`src/rtl/sync_combiner_auto.sv`:
```
// Composite sync generator: synchronises free-running H/V syncs of unknown
// polarity, learns each polarity from the high/low duty of every period,
// and emits a registered composite sync once both polarities have been
// stable for LOCK_COUNT consecutive V periods.
module sync_combiner_auto #(
    parameter int SYNC_STAGES     = 2,
    parameter int HCNT_WIDTH      = 12,
    parameter int VCNT_WIDTH      = 21,
    parameter int LOCK_COUNT      = 4,
    parameter int OUT_ACTIVE_HIGH = 0
) (
    input  logic clk,
    input  logic nReset,
    input  logic hSyncIn,
    input  logic vSyncIn,
    input  logic modeSel,
    output logic cSync,
    output logic hPolarity,
    output logic vPolarity,
    output logic locked
);

    localparam logic [HCNT_WIDTH-1:0] H_MAX    = {HCNT_WIDTH{1'b1}};
    localparam logic [HCNT_WIDTH-1:0] H_ONE    = {{(HCNT_WIDTH-1){1'b0}}, 1'b1};
    localparam logic [VCNT_WIDTH-1:0] V_MAX    = {VCNT_WIDTH{1'b1}};
    localparam logic [VCNT_WIDTH-1:0] V_ONE    = {{(VCNT_WIDTH-1){1'b0}}, 1'b1};
    localparam logic [7:0]            LOCK_VAL = 8'(LOCK_COUNT);
    localparam logic                  INACTIVE = (OUT_ACTIVE_HIGH != 0) ? 1'b0 : 1'b1;

    logic [SYNC_STAGES-1:0] hChainR, vChainR;
    logic                   hEdgeR, vEdgeR, hArmedR, vArmedR, hStaleR, vStaleR;
    logic [HCNT_WIDTH-1:0]  hHighR, hLowR, hHighNextS, hLowNextS;
    logic [VCNT_WIDTH-1:0]  vHighR, vLowR, vHighNextS, vLowNextS;
    logic                   hSyncS, vSyncS, hRiseS, vRiseS, hValidS, vValidS;
    logic                   hMeasS, vMeasS, hPolNextS, vPolNextS, hChangeS, vChangeS;
    logic                   hStaleSetS, vStaleSetS, hStaleNextS, vStaleNextS;
    logic [7:0]             lockCntR, lockCntNextS;
    logic                   lockedNextS, hActS, vActS, combS, cSyncNextS;

    assign hSyncS = hChainR[SYNC_STAGES-1];
    assign vSyncS = vChainR[SYNC_STAGES-1];

    // Metastability synchronisers for both asynchronous sync inputs
    always_ff @(posedge clk or negedge nReset) begin
        if (!nReset) begin
            hChainR <= {SYNC_STAGES{1'b0}};
            vChainR <= {SYNC_STAGES{1'b0}};
        end else begin
            hChainR <= {hChainR[SYNC_STAGES-2:0], hSyncIn};
            vChainR <= {vChainR[SYNC_STAGES-2:0], vSyncIn};
        end
    end

    // H channel: duty measurement, polarity decision and stale detection
    always_comb begin
        hRiseS     = hSyncS & ~hEdgeR;
        hHighNextS = hHighR;
        hLowNextS  = hLowR;
        // The first rise after reset only opens a period; saturated counts are meaningless
        hValidS    = hRiseS & hArmedR & (hHighR != H_MAX) & (hLowR != H_MAX);
        if (hHighR < hLowR) begin
            hMeasS = 1'b1;
        end else if (hHighR > hLowR) begin
            hMeasS = 1'b0;
        end else begin
            hMeasS = hPolarity;
        end
        if (hValidS) begin
            hPolNextS = hMeasS;
        end else begin
            hPolNextS = hPolarity;
        end
        if (hRiseS) begin
            hHighNextS = {HCNT_WIDTH{1'b0}};
            hLowNextS  = {HCNT_WIDTH{1'b0}};
        end else if (hSyncS) begin
            if (hHighR != H_MAX) hHighNextS = hHighR + H_ONE;
            else                 hHighNextS = hHighR;
        end else begin
            if (hLowR != H_MAX) hLowNextS = hLowR + H_ONE;
            else                hLowNextS = hLowR;
        end
        hStaleSetS = ~hStaleR & ((hHighNextS == H_MAX) | (hLowNextS == H_MAX));
        if (hValidS) begin
            hStaleNextS = 1'b0;
        end else if (hStaleSetS) begin
            hStaleNextS = 1'b1;
        end else begin
            hStaleNextS = hStaleR;
        end
        hChangeS = hPolNextS ^ hPolarity;
    end

    // V channel: same measurement as H with the wider period counters
    always_comb begin
        vRiseS     = vSyncS & ~vEdgeR;
        vHighNextS = vHighR;
        vLowNextS  = vLowR;
        vValidS    = vRiseS & vArmedR & (vHighR != V_MAX) & (vLowR != V_MAX);
        if (vHighR < vLowR) begin
            vMeasS = 1'b1;
        end else if (vHighR > vLowR) begin
            vMeasS = 1'b0;
        end else begin
            vMeasS = vPolarity;
        end
        if (vValidS) begin
            vPolNextS = vMeasS;
        end else begin
            vPolNextS = vPolarity;
        end
        if (vRiseS) begin
            vHighNextS = {VCNT_WIDTH{1'b0}};
            vLowNextS  = {VCNT_WIDTH{1'b0}};
        end else if (vSyncS) begin
            if (vHighR != V_MAX) vHighNextS = vHighR + V_ONE;
            else                 vHighNextS = vHighR;
        end else begin
            if (vLowR != V_MAX) vLowNextS = vLowR + V_ONE;
            else                vLowNextS = vLowR;
        end
        vStaleSetS = ~vStaleR & ((vHighNextS == V_MAX) | (vLowNextS == V_MAX));
        if (vValidS) begin
            vStaleNextS = 1'b0;
        end else if (vStaleSetS) begin
            vStaleNextS = 1'b1;
        end else begin
            vStaleNextS = vStaleR;
        end
        vChangeS = vPolNextS ^ vPolarity;
    end

    // Lock qualification and composite sync formation
    always_comb begin
        if (hChangeS | vChangeS | hStaleSetS | vStaleSetS) begin
            lockCntNextS = 8'd0;
        end else if (vValidS) begin
            // Post-update H stale state, so a same-cycle H evaluation counts
            if (hStaleNextS) begin
                lockCntNextS = 8'd0;
            end else if (lockCntR >= LOCK_VAL) begin
                lockCntNextS = LOCK_VAL;
            end else begin
                lockCntNextS = lockCntR + 8'd1;
            end
        end else begin
            lockCntNextS = lockCntR;
        end
        lockedNextS = (lockCntNextS == LOCK_VAL);
        // Normalise to active-high: pass through when polarity is high, invert otherwise
        hActS = hSyncS ~^ hPolarity;
        vActS = vSyncS ~^ vPolarity;
        if (modeSel) begin
            combS = hActS | vActS;
        end else begin
            combS = hActS ^ vActS;
        end
        // Gate on the next lock state so a polarity flip blanks cSync on the same edge
        if (lockedNextS) begin
            if (OUT_ACTIVE_HIGH != 0) cSyncNextS = combS;
            else                      cSyncNextS = ~combS;
        end else begin
            cSyncNextS = INACTIVE;
        end
    end

    // H channel state registers
    always_ff @(posedge clk or negedge nReset) begin
        if (!nReset) begin
            hEdgeR    <= 1'b0;
            hArmedR   <= 1'b0;
            hStaleR   <= 1'b0;
            hHighR    <= {HCNT_WIDTH{1'b0}};
            hLowR     <= {HCNT_WIDTH{1'b0}};
            hPolarity <= 1'b0;
        end else begin
            hEdgeR    <= hSyncS;
            hArmedR   <= hArmedR | hRiseS;
            hStaleR   <= hStaleNextS;
            hHighR    <= hHighNextS;
            hLowR     <= hLowNextS;
            hPolarity <= hPolNextS;
        end
    end

    // V channel state registers
    always_ff @(posedge clk or negedge nReset) begin
        if (!nReset) begin
            vEdgeR    <= 1'b0;
            vArmedR   <= 1'b0;
            vStaleR   <= 1'b0;
            vHighR    <= {VCNT_WIDTH{1'b0}};
            vLowR     <= {VCNT_WIDTH{1'b0}};
            vPolarity <= 1'b0;
        end else begin
            vEdgeR    <= vSyncS;
            vArmedR   <= vArmedR | vRiseS;
            vStaleR   <= vStaleNextS;
            vHighR    <= vHighNextS;
            vLowR     <= vLowNextS;
            vPolarity <= vPolNextS;
        end
    end

    // Lock counter and registered outputs
    always_ff @(posedge clk or negedge nReset) begin
        if (!nReset) begin
            lockCntR <= 8'd0;
            locked   <= 1'b0;
            cSync    <= INACTIVE;
        end else begin
            lockCntR <= lockCntNextS;
            locked   <= lockedNextS;
            cSync    <= cSyncNextS;
        end
    end

endmodule

```
`config.mk`:
```
export PLATFORM = sky130hd
export DESIGN_NAME = sync_combiner_auto
export DESIGN_NICKNAME = d
export VERILOG_FILES = /design/src/rtl/sync_combiner_auto.sv
export SDC_FILE = /design/constraint.sdc
export NUM_CORES = 1
export LEC_CHECK = 0
export BUFFER_PORTS_ARGS = -buffer_cell sky130_fd_sc_hd__buf_2
export CAP_MARGIN = 40
export CORE_UTILIZATION = 58
export DETAILED_ROUTE_END_ITERATION = 8
export GPL_TIMING_DRIVEN = 0
export PLACE_DENSITY = 0.83
export SKIP_CTS_REPAIR_TIMING = 1
export SLEW_MARGIN = 30
export SYNTH_ARGS = -nofsm -noshare
export SYNTH_HDL_FRONTEND = slang
export SYNTH_SLANG_ARGS = --single-unit
```
`constraint.sdc`:
```
create_clock -name clk -period 2.74 [get_ports clk]
set_input_delay 0.274 -clock clk [delete_from_list [all_inputs] [get_ports clk]]
set_output_delay 0.274 -clock clk [all_outputs]
set_load 0.05 [all_outputs]
```
==> results of run 1 <==
layer usage:
metal	GRT usage [%]	share of wire [%]	wire length [um]
met4	10.06	2.6	461
met1	43.55	44	7854
met3	7.112	7.6	1375
met2	46.93	46	8357
met5	0	0	0
cells by family (layout without fill, tap and decap cells):
| group | after synthesis | after routing | synth area share [%] |
|---|---|---|---|
| simple gates | 311 | 311 | 28.35 |
| compound gates | 147 | 148 | 17.49 |
| flops | 88 | 88 | 35.99 |
| buf+inv | 78 | 154 | 5.170 |
| fa+ha+maj | 40 | 40 | 8.175 |
| xor+xnor | 29 | 29 | 4.149 |
| mux | 4 | 4 | 0.6744 |
power breakdown:
group / internal [uW] / switching (uW)
Sequential: 1380 / 112
Clock: 352 / 497
Combinational: 393 / 566
worst min path at each step:
| stage | slack, ps | end | depth (start not counted) |
|---|---|---|---|
| 3_5_place_dp | 160 | lockCntR[7] | 1 |
| 5_1_grt | 210 | cSync | 3 |
| 4_1_cts | -270 | hLowR[3] | 1 |
| 2_1_floorplan | -20 | hArmedR | 0 |
| 3_3_place_gp | 330 | vChainR[1] | 0 |
| 6_report | 210 | cSync | 3 |
cells in the mapped netlist, types with 3 or more instances:
cell / count / share of area, %
nor2_1: 67 / 4.1
o211ai_1: 7 / 0.86
dfrtp_1: 87 / 36
or3_1: 5 / 0.51
ha_1: 40 / 8.2
xor2_1: 10 / 1.4
a211oi_1: 16 / 2.0
a21o_1: 3 / 0.37
and3_1: 5 / 0.51
mux2i_1: 3 / 0.49
o21ai_0: 20 / 1.6
nand4_1: 34 / 3.5
a31oi_1: 10 / 1.0
a32o_1: 3 / 0.49
and2_1: 6 / 0.61
nor4b_1: 4 / 0.57
o21a_1: 6 / 0.74
nand4_4: 3 / 1.0
or4_1: 7 / 0.86
nor2b_1: 6 / 0.61
nand2_1: 61 / 3.7
a211o_1: 4 / 0.57
o31ai_1: 6 / 0.74
and4_1: 15 / 2.1
clkbuf_1: 11 / 0.67
nand3_1: 33 / 2.7
nor4_1: 15 / 1.5
inv_1: 51 / 3.1
a21oi_1: 31 / 2.5
nand4b_1: 3 / 0.43
buf_2: 11 / 0.90
a32oi_1: 3 / 0.43
nand2b_1: 9 / 0.92
nor3_1: 24 / 2.0
a22oi_1: 4 / 0.49
xnor2_1: 19 / 2.7
o31a_1: 4 / 0.57
worst register-to-register path: cells and delay by family (launching register included):
family          cells  cell delay, ps
flops               1             420
buf+inv             1             170
simple gates        4             980
fa+ha+maj           1             190
compound gates      4            1020
through the flow:
| stage | setup WS [ps] | TNS, ps | util, % |
|---|---|---|---|
| 6_report | -124.0 | -446.2 | 72.29 |
| 4_1_cts | -628.3 | -6440 | 63.61 |
| 2_1_floorplan | 46.10 | 0 | - |
| 3_3_place_gp | -596.8 | -6397 | 61.61 |
| 5_1_grt | -237.6 | -1731 | 72.29 |
| 3_5_place_dp | -611.3 | -6162 | 62.00 |
final cells by class:
| cell class | count | area [um2] | share of cell area, % |
|---|---|---|---|
| multi-input cells | 532 | 4035 | 54.31 |
| inverters | 51 | 191.4 | 2.577 |
| flip-flops and latches | 88 | 2223 | 29.93 |
| well taps | 136 | 170.2 | 2.290 |
| clock buffers | 13 | 148.9 | 2.004 |
| plain buffers | 25 | 160.2 | 2.156 |
| clock inverters | 2 | 16.27 | 0.2189 |
| repair buffers | 63 | 484.2 | 6.517 |
sequential cells by signal, summed over array words and instances, names as in the netlist, 2 cells and up:
register and cells:
vHighR 21, vLowR 21, hHighR 12, hLowR 12, lockCntR 8, hChainR 2, vChainR 2
==> impl_metrics.json, run 1 <==
{
  "area_growth_syn_to_layout_pct": 21.36,
  "wl_um": 18050,
  "cp-end-kind": "flop",
  "worstRegToRegCells": 10,
  "first_iter_violations": 715,
  "grt_usage_pct": 30.88,
  "rsz0062_at_grt": "true",
  "cts_tree": "yes",
  "rows": 37,
  "hold_ws_ps": 210.4,
  "crit_path_top_delay_cell": "or4_1",
  "max_cap_viol_count": 0,
  "ys_ff_latch": 88,
  "ys.flop_type": "dfrtp_1",
  "hp-class": "in2reg",
  "mostFrequentLayoutCell": "dfrtp_1",
  "fillers": 743,
  "timing.rr.start": "hLowR[1]",
  "final_cell_mix": "dfrtp_1, nor2_1, nand2_1",
  "synth-async-reset-ratio_pct": 100.0,
  "path_cells": "ha_4 -> nand4_1 -> or4_1 -> buf_2 -> and3_1 -> o31a_1 -> and4_4 -> a211oi_4 -> o211ai_1 -> a21oi_1",
  "fin_ws_ps": -124.0,
  "max_freq_ghz": 0.3492,
  "ys_seq_area_share_pct": 35.99,
  "core_um2": 10280,
  "period_needed_ps": 2864,
  "worstSetupStartpointType": "flop",
  "n_antenna_cell": 0,
  "p_total_uw": 3303,
  "path_delay_family": "compound AO/OA/AOI/OAI gates",
  "netlist_area_um2": 6122,
  "globalplace.congestion": 0.9208,
  "cts_root_buf": "clkbuf_8",
  "grt_max_degree": 64,
  "required_ps": 3050,
  "grt_pass1_vias": 5434,
  "fin_skew_ps": 18.02,
  "ctsLongestPathBuffers": 2,
  "synth_area_per_cell_um2": 8.784,
  "die_h_um": 104.7,
  "hold_viol_final": 0,
  "num_io_pins": 9,
  "reg2reg_setup_slack_ps": -120,
  "p_leak_uw": 0.003226,
  "htreeDepth": 3,
  "start_util_pct": 59.57,
  "path_class": "reg2reg",
  "max_slew_margin_pct": 56.75,
  "synth_nets": 742,
  "min_from": "modeSel",
  "outcome": "complete, but fails checks",
  "grt_pass1_wl_um": 26790,
  "worst_pin_slew_ps": 648.7,
  "synthCells": 697,
  "drc_errors": 0,
  "place_area_um2": 6372,
  "clkTransAtPathRegs_ps": 90,
  "ant_nets": 0,
  "fin_crit_sh_pct": 104.5,
  "via_per_inst": 6.653,
  "crit_end": "lockCntR[0]",
  "drive_above_1_share_pct": 23.26,
  "rr_endpoint": "lockCntR[0]",
  "clock_sinks": 88,
  "slew_viol_final": 0,
  "nets": 815,
  "overflow": 0,
  "wl_per_cell_um": 19.83,
  "crit_cells": 10,
  "startpoint": "hLowR[1]",
  "synth-edff-count": 0,
  "timing.final.setup_violations": 10,
  "die-area_um2": 10970,
  "hpwlAfterDp_um": 11750,
  "numCtsBuffers": 9,
  "slowest_delay_ps": 480,
  "ir_drop_mv": 0.4631,
  "p_per_area_nw_per_um2": 444.5,
  "design_area_um2": 7430,
  "die_w_um": 104.7,
  "firstDrtPassIters": 7,
  "ys_types": 77,
  "port_buffers": 8,
  "arrival_ps": 3170,
  "clk_latency_ps": 400,
  "yosys_warnings": 0,
  "cp_num_buf_inv": 1,
  "antenna_found_initial": 0,
  "fin_cells": 910,
  "dp_cells": 842,
  "vias": 6054,
  "crit_path_max_fanout": 8,
  "violations": "negative setup slack"
}
Note: power is estimated with default switching activity, not from simulation.
==> run 2: changes to the inputs <==
--- a/config.mk
+++ b/config.mk
@@ -5,6 +5,7 @@
 export SDC_FILE = /design/constraint.sdc
 export NUM_CORES = 1
 export LEC_CHECK = 0
+export ABC_AREA = 1
 export BUFFER_PORTS_ARGS = -buffer_cell sky130_fd_sc_hd__buf_2
 export CAP_MARGIN = 40
 export CORE_UTILIZATION = 58
==> impl_metrics.json, run 2 <==
{
  "outcome": "complete, no violations",
  "crit_end": "cSync",
  "clkTransAtPathRegs_ps": 70,
  "ys_seq_area_share_pct": 32.93,
  "synth-async-reset-ratio_pct": 100.0,
  "hp-class": "in2reg",
  "pwr-share-clk_pct": 31.9,
  "synth_top_area_share_pct": 32.54,
  "arrival_ps": 2950,
  "ir_drop_mv": 0.5597,
  "p_sw_share_pct": 35.65,
  "timing.rr.start": "vLowR[1]",
  "n_antenna_cell": 0,
  "startpoint": "vLowR[1]",
  "slew_viol_final": 0,
  "wl_per_cell_um": 15.23,
  "num_io_pins": 9,
  "path_class": "reg2reg",
  "grt_pass1_vias": 6109,
  "die_h_um": 109.4,
  "mostFrequentLayoutCell": "nand2_1",
  "die-area_um2": 11970,
  "max_slew_margin_pct": 57.67,
  "synthCells": 962,
  "worstRegToRegCells": 20,
  "start_util_pct": 60.66,
  "synth_area_leaders": "dfrtp_1, nand2_1, nand3_1, ha_1, nor2_1",
  "drive_above_1_share_pct": 16.60,
  "wl_um": 17550,
  "cts_tree": "yes",
  "timing.final.setup_violations": 0,
  "grt_pass1_wl_um": 28200,
  "clock_sinks": 88,
  "cp_num_buf_inv": 3,
  "hpwlAfterDp_um": 12690,
  "pwr-share-seq_pct": 39.8,
  "firstDrtPassIters": 6,
  "p_int_uw": 2574,
  "fin_skew_ps": 5.859,
  "ys_types": 45,
  "crit_path_top_delay_cell": "dfrtp_1",
  "synth_top_area_cell": "dfrtp_1",
  "drc_errors": 0,
  "max_cap_viol_count": 0,
  "top_regs": "vHighR x21, vLowR x21",
  "fillers": 924,
  "htreeDepth": 3,
  "reg2reg_setup_slack_ps": 80,
  "synth_common_cells": "nand2_1, nor2_1, inv_1",
  "ys.flop_type": "dfrtp_1",
  "synth_area_per_cell_um2": 6.956,
  "max_freq_ghz": 0.3761,
  "via_per_inst": 5.641,
  "synth_nets": 1007,
  "ctsLongestPathBuffers": 2,
  "cp-end-kind": "flop",
  "grt_usage_pct": 30.90,
  "regArea_um2": 2213,
  "hold_viol_final": 0,
  "yosys_warnings": 0,
  "required_ps": 3030,
  "die_w_um": 109.4,
  "cts_root_buf": "clkbuf_16",
  "power_switching_uw": 1426,
  "ys_ff_latch": 88,
  "clk_latency_ps": 350,
  "period_needed_ps": 2659,
  "vias": 6498,
  "fin_cells": 1152,
  "p_per_area_nw_per_um2": 527.5,
  "overflow": 0,
  "first_iter_violations": 573,
  "crit_cells": 20,
  "port_buffers": 8,
  "netlist_area_um2": 6691,
  "globalplace.congestion": 0.9801,
  "p_leak_uw": 0.003700,
  "dp_cells": 1111,
  "setup_tns_ps": 0,
  "worstSetupStartpointType": "flop",
  "final_cell_mix": "nand2_1, inv_1, nor2_1",
  "yosys.cell_count.top_type": "nand2_1",
  "worst_pin_slew_ps": 634.9,
  "antenna_found_initial": 0,
  "rr_endpoint": "cSync",
  "synth-edff-count": 0,
  "rows": 38,
  "numCtsBuffers": 9,
  "final_util_pct": 68.73,
  "core_um2": 11030,
  "grt_max_degree": 47,
  "path_cells": "ha_2 -> buf_6 -> inv_2 -> nor2_4 -> nand2_4 -> buf_4 -> xor2_1 -> nand3_2 -> o211ai_1 -> nor2_1 -> nand3_1 -> nor2_1 -> nand2_1 -> nand2_2 -> nand2_4 -> nand2_8 -> nor2_4 -> nand2_2 -> nor2_4 -> nand2_2",
  "comb_power_share_pct": 28.4,
  "area_growth_syn_to_layout_pct": 13.29,
  "ant_nets": 0,
  "path_delay_family": "simple AND/OR/NAND/NOR gates",
  "slowest_delay_ps": 370,
  "multiInputGateArea_um2": 3958,
  "fin_crit_sh_pct": 97.04,
  "crit_path_max_fanout": 8,
  "nets": 1052
}
==> run 2: worst min path at each step <==
| stage | depth (start not counted) | start | end |
|---|---|---|---|
| after floorplan | 0 | nReset | hArmedR |
| after global placement | 0 | vChainR[0] | vChainR[1] |
| after detailed placement | 1 | nReset | hLowR[7] |
| after CTS | 1 | nReset | hLowR[7] |
| after global routing | 1 | vSyncIn | vChainR[0] |
| final | 1 | vSyncIn | vChainR[0] |
==> run 2: per-stage QoR <==
step	total power [uW]	worst slack (ps)	cell area, um2	hold slack [ps]
5_1_grt	4209	-59.58	7581	14.43
4_1_cts	3857	-56.60	7243	-152.6
3_5_place_dp	2583	-38.17	6940	221.7
3_3_place_gp	2541	0.02642	6907	333.1
2_1_floorplan	2308	436.8	6691	-21.59
6_report	3999	81.19	7581	22.91
==> run 2: cells by family (layout without fill, tap and decap cells) <==
| group | count (synthesis) | in the layout | synth area share (%) |
|---|---|---|---|
| buffers and inverters | 160 | 210 | 9.518 |
| xor gates and xnor gates | 23 | 23 | 3.010 |
| DFF | 88 | 88 | 32.93 |
| adders and majority gates | 40 | 40 | 7.479 |
| and+or+nand+nor | 579 | 579 | 40.52 |
| AOI/OAI and AO/OA | 72 | 72 | 6.544 |
==> run 2: area by class of cell <==
cell class / instances / share of cell area [%]
plain buffers: 21 / 1.667
inverters: 139 / 6.915
multi-input cells: 714 / 52.20
clock inverters: 7 / 1.023
flip-flops and latches: 88 / 29.20
repair buffers: 34 / 3.713
clock buffers: 9 / 2.971
well taps: 140 / 2.311
==> run 2: power groups by stage <==
| stage | clock, uW | sequential (uW) | combinational (uW) |
|---|---|---|---|
| finish | 1280 | 1590 | 1130 |
| global placement | 0 | 1610 | 936 |
| detailed placement | 0 | 1610 | 976 |
| CTS | 1280 | 1590 | 989 |
| floorplan | 0 | 1590 | 720 |
| global route | 1330 | 1610 | 1270 |
==> run 2: per-layer routing <==
| metal | wire, um | vias up | part of all wire [%] | global-route usage [%] |
|---|---|---|---|---|
| met5 | 0 | - | 0 | 0 |
| met4 | 413 | 0 | 2.4 | 12.19 |
| met3 | 1479 | 43 | 8.4 | 3.260 |
| met2 | 8057 | 305 | 46 | 49.01 |
| met1 | 7599 | 2975 | 43 | 43.46 |
| li1 | - | 3175 | - | - |
==> run 3: changes to the inputs <==
--- a/config.mk
+++ b/config.mk
@@ -11,7 +11,7 @@
 export CORE_UTILIZATION = 58
 export DETAILED_ROUTE_END_ITERATION = 8
 export GPL_TIMING_DRIVEN = 0
-export PLACE_DENSITY = 0.83
+export PLACE_DENSITY = 0.73
 export SKIP_CTS_REPAIR_TIMING = 1
 export SLEW_MARGIN = 30
 export SYNTH_ARGS = -nofsm -noshare
==> impl_metrics.json, run 3 (synthesis gave the netlist of run 2 again) <==
{
  "cts_tree": "yes",
  "die_h_um": 109.4,
  "clk_latency_ps": 360,
  "via_per_inst": 5.460,
  "firstDrtPassIters": 7,
  "globalplace.congestion": 0.9918,
  "n_antenna_cell": 0,
  "overflow": 0,
  "final_util_pct": 68.18,
  "fin_skew_ps": 13.20,
  "required_ps": 3030,
  "mostFrequentLayoutCell": "nand2_1",
  "worstSetupStartpointType": "flop",
  "antenna_found_initial": 0,
  "wl_per_cell_um": 14.85,
  "crit_path_top_delay_cell": "dfrtp_2",
  "slew_viol_final": 0,
  "die_w_um": 109.4,
  "port_buffers": 8,
  "htreeDepth": 3,
  "reg2reg_setup_slack_ps": 140,
  "grt_max_degree": 46,
  "num_io_pins": 9,
  "grt_pass1_vias": 5670,
  "cts_root_buf": "clkbuf_16",
  "timing.final.setup_violations": 0,
  "core_um2": 11030,
  "fin_crit_sh_pct": 94.75,
  "max_cap_viol_count": 0,
  "top_regs": "vHighR x21, vLowR x21",
  "p_per_area_nw_per_um2": 526.4,
  "worst_pin_slew_ps": 626.9,
  "crit_top_cell": "nand2_2",
  "setup_tns_ps": 0,
  "path_delay_family": "simple AND/OR/NAND/NOR gates",
  "vias": 6274,
  "cp-end-kind": "flop",
  "wl_um": 17060,
  "nets": 1049,
  "path_cells": "ha_2 -> buf_6 -> inv_2 -> nor2_4 -> nand2_4 -> clkinv_2 -> nand3b_4 -> buf_8 -> o211ai_2 -> o211ai_1 -> nor2_1 -> nand2_1 -> nor2_1 -> nand2_1 -> nand2_2 -> nand2_4 -> nand2_8 -> nor2_2 -> nand2_2 -> nor2_4 -> nand2_2",
  "clock_sinks": 88,
  "max_slew_margin_pct": 58.20,
  "grt_usage_pct": 30.38,
  "start_util_pct": 60.66,
  "period_needed_ps": 2596,
  "hp-class": "in2reg",
  "max_freq_ghz": 0.3852,
  "outcome": "complete, no violations",
  "hpwlAfterDp_um": 12690,
  "ir_drop_mv": 0.5663,
  "die-area_um2": 11970,
  "first_iter_violations": 544,
  "ctsLongestPathBuffers": 2,
  "rows": 38,
  "clkTransAtPathRegs_ps": 70,
  "final_cell_mix": "nand2_1, inv_1, nor2_1",
  "path_class": "reg2reg",
  "grt_pass1_wl_um": 27480,
  "area_growth_syn_to_layout_pct": 12.40,
  "drive_above_1_share_pct": 16.35,
  "cp_num_buf_inv": 4,
  "slowest_delay_ps": 400,
  "drc_errors": 0,
  "ant_nets": 0,
  "arrival_ps": 2880,
  "numCtsBuffers": 9,
  "hold_viol_final": 0,
  "crit_path_max_fanout": 10,
  "p_leak_uw": 0.003666
}
[run 3: changes by cell type in the layout (fill, tap and decap cells not counted), sizes merged]
cell	previous run	this run
clkbuf	15	16
buf	48	45
clkinv	3	2
[run 3: stage by stage]
stage / power (uW) / setup slack [ps] / hold slack [ps] / std cells / cell area, um2
floorplan: 2308 / 436.8 / -21.59 / 962 / 6691
global placement: 2557 / -164.4 / 331.8 / 1110 / 6907
detailed placement: 2578 / -168.4 / 225.0 / 1111 / 6940
CTS: 3863 / -166.4 / -160.1 / 1127 / 7242
global route: 4195 / -62.82 / 16.77 / 1149 / 7521
finish: 3959 / 143.9 / 24.72 / 1149 / 7521
[run 3: final cells by class]
class,count,area (um2)
Buffer,21,130.1
Multi-Input combinational cell,714,3934
Clock inverter,6,72.57
Sequential cell,88,2216
Tap cell,140,175.2
Fill cell,1004,3510
Inverter,139,523.0
Timing Repair Buffer,31,241.5
Clock buffer,10,229.0
[run 3: power breakdown]
part | internal, uW | switching [uW] | leakage, uW
Sequential | 1420 | 166 | 0.00111
Combinational | 421 | 667 | 0.00241
Clock | 722 | 560 | 0.000150
Total | 2570 | 1390 | 0.00367
[run 3: path summary, 6_finish.rpt]
path	from	to	cells past startpoint
worst min register to register	vChainR[0]	vChainR[1]	0
worst min-delay path	hSyncIn	hChainR[0]	1
worst max register to register	vLowR[0]	cSync	21
worst max-delay path	vLowR[0]	cSync	21
min in group asynchronous	nReset	hLowR[10]	2
max in group asynchronous	nReset	vHighR[0]	3
[run 3: routing by layer]
layer	GRT usage [%]	up-vias	share of wire, %
met5	0	-	0
met4	7.524	0	1.3
met2	46.18	174	44
li1	-	3168	-
met1	43.71	2913	47
met3	6.876	19	7.2
